--- src/rtl/pad_rst_pkg.sv ---
// Shared types and limits for the pad-ring reset sequencer (pad_rst_seq).
// The SOFT encoding is reserved here even when KMIE_SOFT_RST_EN is not defined.
package pad_rst_pkg;

  typedef enum logic [2:0] {
    ST_HOLD  = 3'd0,
    ST_PADS  = 3'd1,
    ST_CLKEN = 3'd2,
    ST_RUN   = 3'd3,
    ST_SOFT  = 3'd4
  } seq_state_e;

  localparam int MIN_SYNC_STAGES     = 2;
  localparam int MIN_DEBOUNCE_CYCLES = 1;
  localparam int MIN_STAGE_GAP       = 1;

endpackage

--- src/rtl/sync_ff.sv ---
// Multi-flop synchronizer with asynchronous reset to a selectable value.
// Used for both the reset de-assertion path and the clock-good status path.
module sync_ff
  import pad_rst_pkg::*;
#(
  parameter int   STAGES  = 2,
  parameter logic RST_VAL = 1'b0
) (
  input  logic clk,
  input  logic rst,
  input  logic d,
  output logic q
);

  logic [STAGES-1:0] chain_q;
  logic [STAGES-1:0] chain_d;

  if (STAGES < MIN_SYNC_STAGES) begin : g_bad_stages
    $error("sync_ff: STAGES must be at least 2");
  end

  always_comb begin
    chain_d = {chain_q[STAGES-2:0], d};
  end

  always_ff @(posedge clk or posedge rst) begin
    if (rst) begin
      chain_q <= {STAGES{RST_VAL}};
    end else begin
      chain_q <= chain_d;
    end
  end

  assign q = chain_q[STAGES-1];

endmodule

--- src/rtl/pad_rst_seq.sv ---
// Pad-ring power-up sequencer: releases pad OE, then core clock enable, then core reset.
// Define KMIE_SOFT_RST_EN to add the soft_rst_req port and the SOFT core-reset state.
module pad_rst_seq
  import pad_rst_pkg::*;
#(
  parameter int SYNC_STAGES     = 2,
  parameter int DEBOUNCE_CYCLES = 16,
  parameter int STAGE_GAP       = 8
) (
  input  logic       clk,
  input  logic       rst,
  input  logic       clk_ok,
`ifdef KMIE_SOFT_RST_EN
  input  logic       soft_rst_req,
`endif
  output logic       pad_oe_en,
  output logic       core_clk_en,
  output logic       core_rst,
  output logic       rst_done,
  output logic [2:0] seq_state
);

  localparam int CNT_MAX = (DEBOUNCE_CYCLES > STAGE_GAP) ? DEBOUNCE_CYCLES : STAGE_GAP;
  localparam int CNT_W   = (CNT_MAX > 1) ? $clog2(CNT_MAX) : 1;
  localparam logic [CNT_W-1:0] DEB_LAST = CNT_W'(DEBOUNCE_CYCLES - 1);
  localparam logic [CNT_W-1:0] GAP_LAST = CNT_W'(STAGE_GAP - 1);

  if (SYNC_STAGES < MIN_SYNC_STAGES) begin : g_bad_sync
    $error("pad_rst_seq: SYNC_STAGES must be at least 2");
  end
  if (DEBOUNCE_CYCLES < MIN_DEBOUNCE_CYCLES) begin : g_bad_deb
    $error("pad_rst_seq: DEBOUNCE_CYCLES must be at least 1");
  end
  if (STAGE_GAP < MIN_STAGE_GAP) begin : g_bad_gap
    $error("pad_rst_seq: STAGE_GAP must be at least 1");
  end

  logic rst_s;
  logic ok_s;
  logic soft_req;

  seq_state_e       state_q, state_d;
  logic [CNT_W-1:0] cnt_q, cnt_d;
  logic             pad_oe_q, pad_oe_d;
  logic             clk_en_q, clk_en_d;
  logic             core_rst_q, core_rst_d;
  logic             rst_done_q, rst_done_d;

  // Reset release: chain shifts in 0 and is forced to 1 while rst is high.
  sync_ff #(
    .STAGES  (SYNC_STAGES),
    .RST_VAL (1'b1)
  ) u_rst_sync (
    .clk (clk),
    .rst (rst),
    .d   (1'b0),
    .q   (rst_s)
  );

  sync_ff #(
    .STAGES  (SYNC_STAGES),
    .RST_VAL (1'b0)
  ) u_ok_sync (
    .clk (clk),
    .rst (rst),
    .d   (clk_ok),
    .q   (ok_s)
  );

`ifdef KMIE_SOFT_RST_EN
  assign soft_req = soft_rst_req;
`else
  assign soft_req = 1'b0;
`endif

  always_comb begin
    state_d = state_q;
    cnt_d   = cnt_q + 1'b1;

    // Losing clock-good outranks every other transition outside HOLD.
    if (state_q != ST_HOLD && !ok_s) begin
      state_d = ST_HOLD;
    end else begin
      case (state_q)
        ST_HOLD: begin
          if (rst_s || !ok_s) begin
            cnt_d = '0;
          end else if (cnt_q == DEB_LAST) begin
            state_d = ST_PADS;
          end
        end
        ST_PADS: begin
          if (cnt_q == GAP_LAST) state_d = ST_CLKEN;
        end
        ST_CLKEN: begin
          if (cnt_q == GAP_LAST) state_d = ST_RUN;
        end
        ST_RUN: begin
          if (soft_req) state_d = ST_SOFT;
        end
`ifdef KMIE_SOFT_RST_EN
        ST_SOFT: begin
          if (cnt_q == GAP_LAST) state_d = ST_RUN;
        end
`endif
        default: state_d = ST_HOLD;
      endcase
    end

    if (state_d != state_q) cnt_d = '0;

    // Outputs are decoded from the next state so they register with it.
    pad_oe_d   = (state_d != ST_HOLD);
    clk_en_d   = (state_d == ST_CLKEN) || (state_d == ST_RUN) || (state_d == ST_SOFT);
    core_rst_d = (state_d != ST_RUN);
    rst_done_d = (state_d == ST_RUN);
  end

  always_ff @(posedge clk or posedge rst) begin
    if (rst) begin
      state_q    <= ST_HOLD;
      cnt_q      <= '0;
      pad_oe_q   <= 1'b0;
      clk_en_q   <= 1'b0;
      core_rst_q <= 1'b1;
      rst_done_q <= 1'b0;
    end else begin
      state_q    <= state_d;
      cnt_q      <= cnt_d;
      pad_oe_q   <= pad_oe_d;
      clk_en_q   <= clk_en_d;
      core_rst_q <= core_rst_d;
      rst_done_q <= rst_done_d;
    end
  end

  assign pad_oe_en   = pad_oe_q;
  assign core_clk_en = clk_en_q;
  assign core_rst    = core_rst_q;
  assign rst_done    = rst_done_q;
  assign seq_state   = state_q;

endmodule

--- config.mk ---
export PLATFORM = sky130hd
export DESIGN_NAME = pad_rst_seq
export DESIGN_NICKNAME = d
export VERILOG_FILES = /design/src/rtl/pad_rst_pkg.sv /design/src/rtl/sync_ff.sv /design/src/rtl/pad_rst_seq.sv
export SDC_FILE = /design/constraint.sdc
export NUM_CORES = 1
export LEC_CHECK = 0
export BUFFER_PORTS_ARGS = -buffer_cell sky130_fd_sc_hd__buf_2
export CORE_MARGIN = 2
export CORE_UTILIZATION = 35
export CTS_CLUSTER_DIAMETER = 120
export DETAILED_ROUTE_END_ITERATION = 6
export PLACE_DENSITY = 0.66
export SLEW_MARGIN = 20
export SYNTH_ARGS = -nofsm -noshare
export SYNTH_HDL_FRONTEND = slang
export SYNTH_HIERARCHICAL = 1
export SYNTH_SLANG_ARGS = --single-unit
--- constraint.sdc ---
create_clock -name clk -period 2.35 [get_ports clk]
set_input_delay 0.3525 -clock clk [delete_from_list [all_inputs] [get_ports clk]]
set_output_delay 0.3525 -clock clk [all_outputs]
set_load 0.01 [all_outputs]
==> results.cfg <==
[status]
status = complete, no violations

[worst_setup_path]
timing.critical_path.buf_inv = 1
critPathMaxFanout = 8
critPathCaptureType = primary output
worstReg2RegStart = cnt_q[0]
rr_endpoint = rst_done
ff2ff_setup_slack_ps = 1070
cp.depth = 1
crit_arrival_ps = 950
max_stage_delay_ps = 490
path_cells = buf_2
path_class = reg2out
crit_slowest_cell = dfrtp_1
critPathLaunchType = flop
critPathTopFamily = flip-flops
cp_data_required_time_ps = 2000
r2r_cells = 4

[yosys]
syn_inst = 51
ys_seq_area_frac = 0.610
synth_cell_types = 26
synth_warnings = 6
syn-mean-instance-area_um2 = 12.2
synth-seq-cells = 15
syn_area_um2 = 622

[floorplanning]
dieWidth_um = 46.2
core_um2 = 1690
die_area_um2 = 2130
die_h_um = 46.2
start_util = 0.368
io_pins = 10
rows = 15

[drt]
wl_um = 838
drt_first_iter_violations = 5
num_vias = 398
ant_nets = 0
avgViaCountPerCell = 4.98
wl_per_cell_um = 10.5
drc = 0
drt-pass1-iter-count = 4

[power]
combPwrFrac = 0.036
p_leak_nw = 0.348
irDropWorstVdd_mv = 0.364
p_switching_mw = 0.0831
pwr-share-seq = 0.637
p_per_area_nw_per_um2 = 602
p_total_mw = 0.419
internal-power_mw = 0.336
power_frac_clock = 0.327
swShare = 0.198

[sta]
finalCriticalPeriod_ps = 1300
final.period_utilization = 0.555
clock_skew_ps = 3.74
slew_violations = 0
setup_tns_ps = 0
setup_viol = 0
final-hold-violation-count = 0
rsz0062_at_grt = no
max_freq_ghz = 0.766

[placed_design]
io_buffers = 9
hpwlAfterDp_um = 643
gp_congestion = 0.639
placedCellCount = 75

[min_path]
min-delay-start = clk_ok
holdCritPathClass = in2reg
min_path_cells = 1
min_to = u_ok_sync/chain_q[0]

[flow_run]
maxCapViolCount = 0

[global_routing]
antenna_found_initial = 0
first_global_vias = 352
grt.overflow.total = 0
grtUsageTotal = 0.105
grt_pass1_wl_um = 1410
grt_max_degree = 12

[cells_and_area]
fillers = 167
multi_input_area_um2 = 196
regArea_um2 = 379
drive_gt1_frac = 0.286
layout.nets = 68
area_growth_pct = 12.1
n_antenna_cell = 0
final_cells = 80

[clock_network]
htreeDepth = 1
cts_setup_buffers = 0
cts_root_buffer = clkbuf_4
cts_resized = 0
cts_buffer_depth = 2
clk_pin_slew_worst_paths_ps = 80
clk_latency_ps = 280
cts_sinks = 15
cts_buffers = 3
tritoncts = done
## state kept, by name, summed over array words and instances, names as in the netlist
| signal | count |
|---|---|
| core_rst | 1 |
| u_rst_sync/chain_q | 2 |
| pad_oe_en | 1 |
| u_ok_sync/chain_q | 2 |
| core_clk_en | 1 |
| seq_state | 3 |
| rst_done | 1 |
| cnt_q | 4 |
## timing repair
item                                   in CTS  in global routing
endpoints found under the hold margin       2                  0
setup endpoints to repair                   0                  0
hold buffers                                1                  0
## synth_stat cells
library cell | number | area (µm²)
o211ai_1 | 2 | 15.0
dfstp_2 | 3 | 78.8
buf_6 | 1 | 11.3
and3b_1 | 1 | 8.76
dfrtp_1 | 12 | 300
conb_1 | 1 | 3.75
buf_8 | 1 | 15.0
a21oi_1 | 3 | 15.0
or2b_1 | 1 | 7.51
xor2_1 | 2 | 17.5
a31oi_1 | 1 | 6.26
xnor2_1 | 1 | 8.76
o21ai_0 | 1 | 5.00
nor3_2 | 1 | 10.0
clkbuf_2 | 1 | 5.00
nor3_1 | 1 | 5.00
a21o_1 | 1 | 7.51
and3_1 | 1 | 6.26
inv_1 | 5 | 18.8
nor2b_1 | 1 | 6.26
nor2_1 | 5 | 18.8
nor3b_2 | 1 | 12.5
nand3_1 | 1 | 5.00
nand4b_1 | 1 | 8.76
o2111a_2 | 1 | 12.5
ha_1 | 1 | 12.5
## worst max path at each step
stage                   end  slack (ps)          from
3_5_place_dp       rst_done        1080      cnt_q[0]
5_1_grt        seq_state[1]         980  seq_state[1]
2_1_floorplan      cnt_q[1]        1160  seq_state[1]
6_report       seq_state[1]        1050  seq_state[1]
4_1_cts        seq_state[1]        1030  seq_state[1]
3_3_place_gp       rst_done        1120      cnt_q[0]
## power by group through the flow
stage | combinational (mW) | clock, mW | sequential (mW)
after floorplan | 0.00890 | 0 | 0.272
after detailed placement | 0.0142 | 0 | 0.272
after CTS | 0.0154 | 0.145 | 0.267
final | 0.0150 | 0.137 | 0.267
after global routing | 0.0176 | 0.157 | 0.268
after global placement | 0.0142 | 0 | 0.272
## placed cells by master, fill, tap and decap left out, types with 2 or more instances in the layout
cell      netlist  layout
a21oi_1         3       3
buf_2           0       9
clkbuf_4        0       3
conb_1          1       2
dfrtp_1        12      12
dfstp_2         3       3
inv_1           5       5
nor2_1          5       5
o211ai_1        2       2
xor2_1          2       2
## layout make-up
class	instances	area share
Inverter	5	0.0269
Timing Repair Buffer	10	0.0790
Sequential cell	15	0.544
Clock buffer	4	0.0377
Multi-Input combinational cell	29	0.282
Tap cell	17	0.0305
## cells by family after synthesis
kind of cell               count (synthesis)  share of synthesized area
adders and majority gates                  1                     0.0201
buffers and inverters                      8                     0.0805
xor gates and xnor gates                   3                     0.0423
other                                      1                    0.00603
AOI/OAI and AO/OA                          9                     0.0986
DFF                                       15                      0.610
and+or+nand+nor                           14                      0.143
## metrics by stage
stage	setup WS, ps	area [µm²]	util	hold slack (ps)
final	1050	697	0.413	180
after global routing	975	697	0.413	158
after CTS	1030	697	0.413	172
after detailed placement	1080	661	0.391	224
after global placement	1120	661	0.391	225
after floorplan	1160	626	-	93.7
## per-layer routing
metal / part of all wire / track usage / vias to the layer above
li1: - / - / 191
met1: 0.45 / 0.108 / 190
met2: 0.44 / 0.153 / 15
met3: 0.079 / 0.0706 / 2
met4: 0.027 / 0.0686 / 0
met5: 0 / 0 / -
Power figures use the tool's default switching activity.
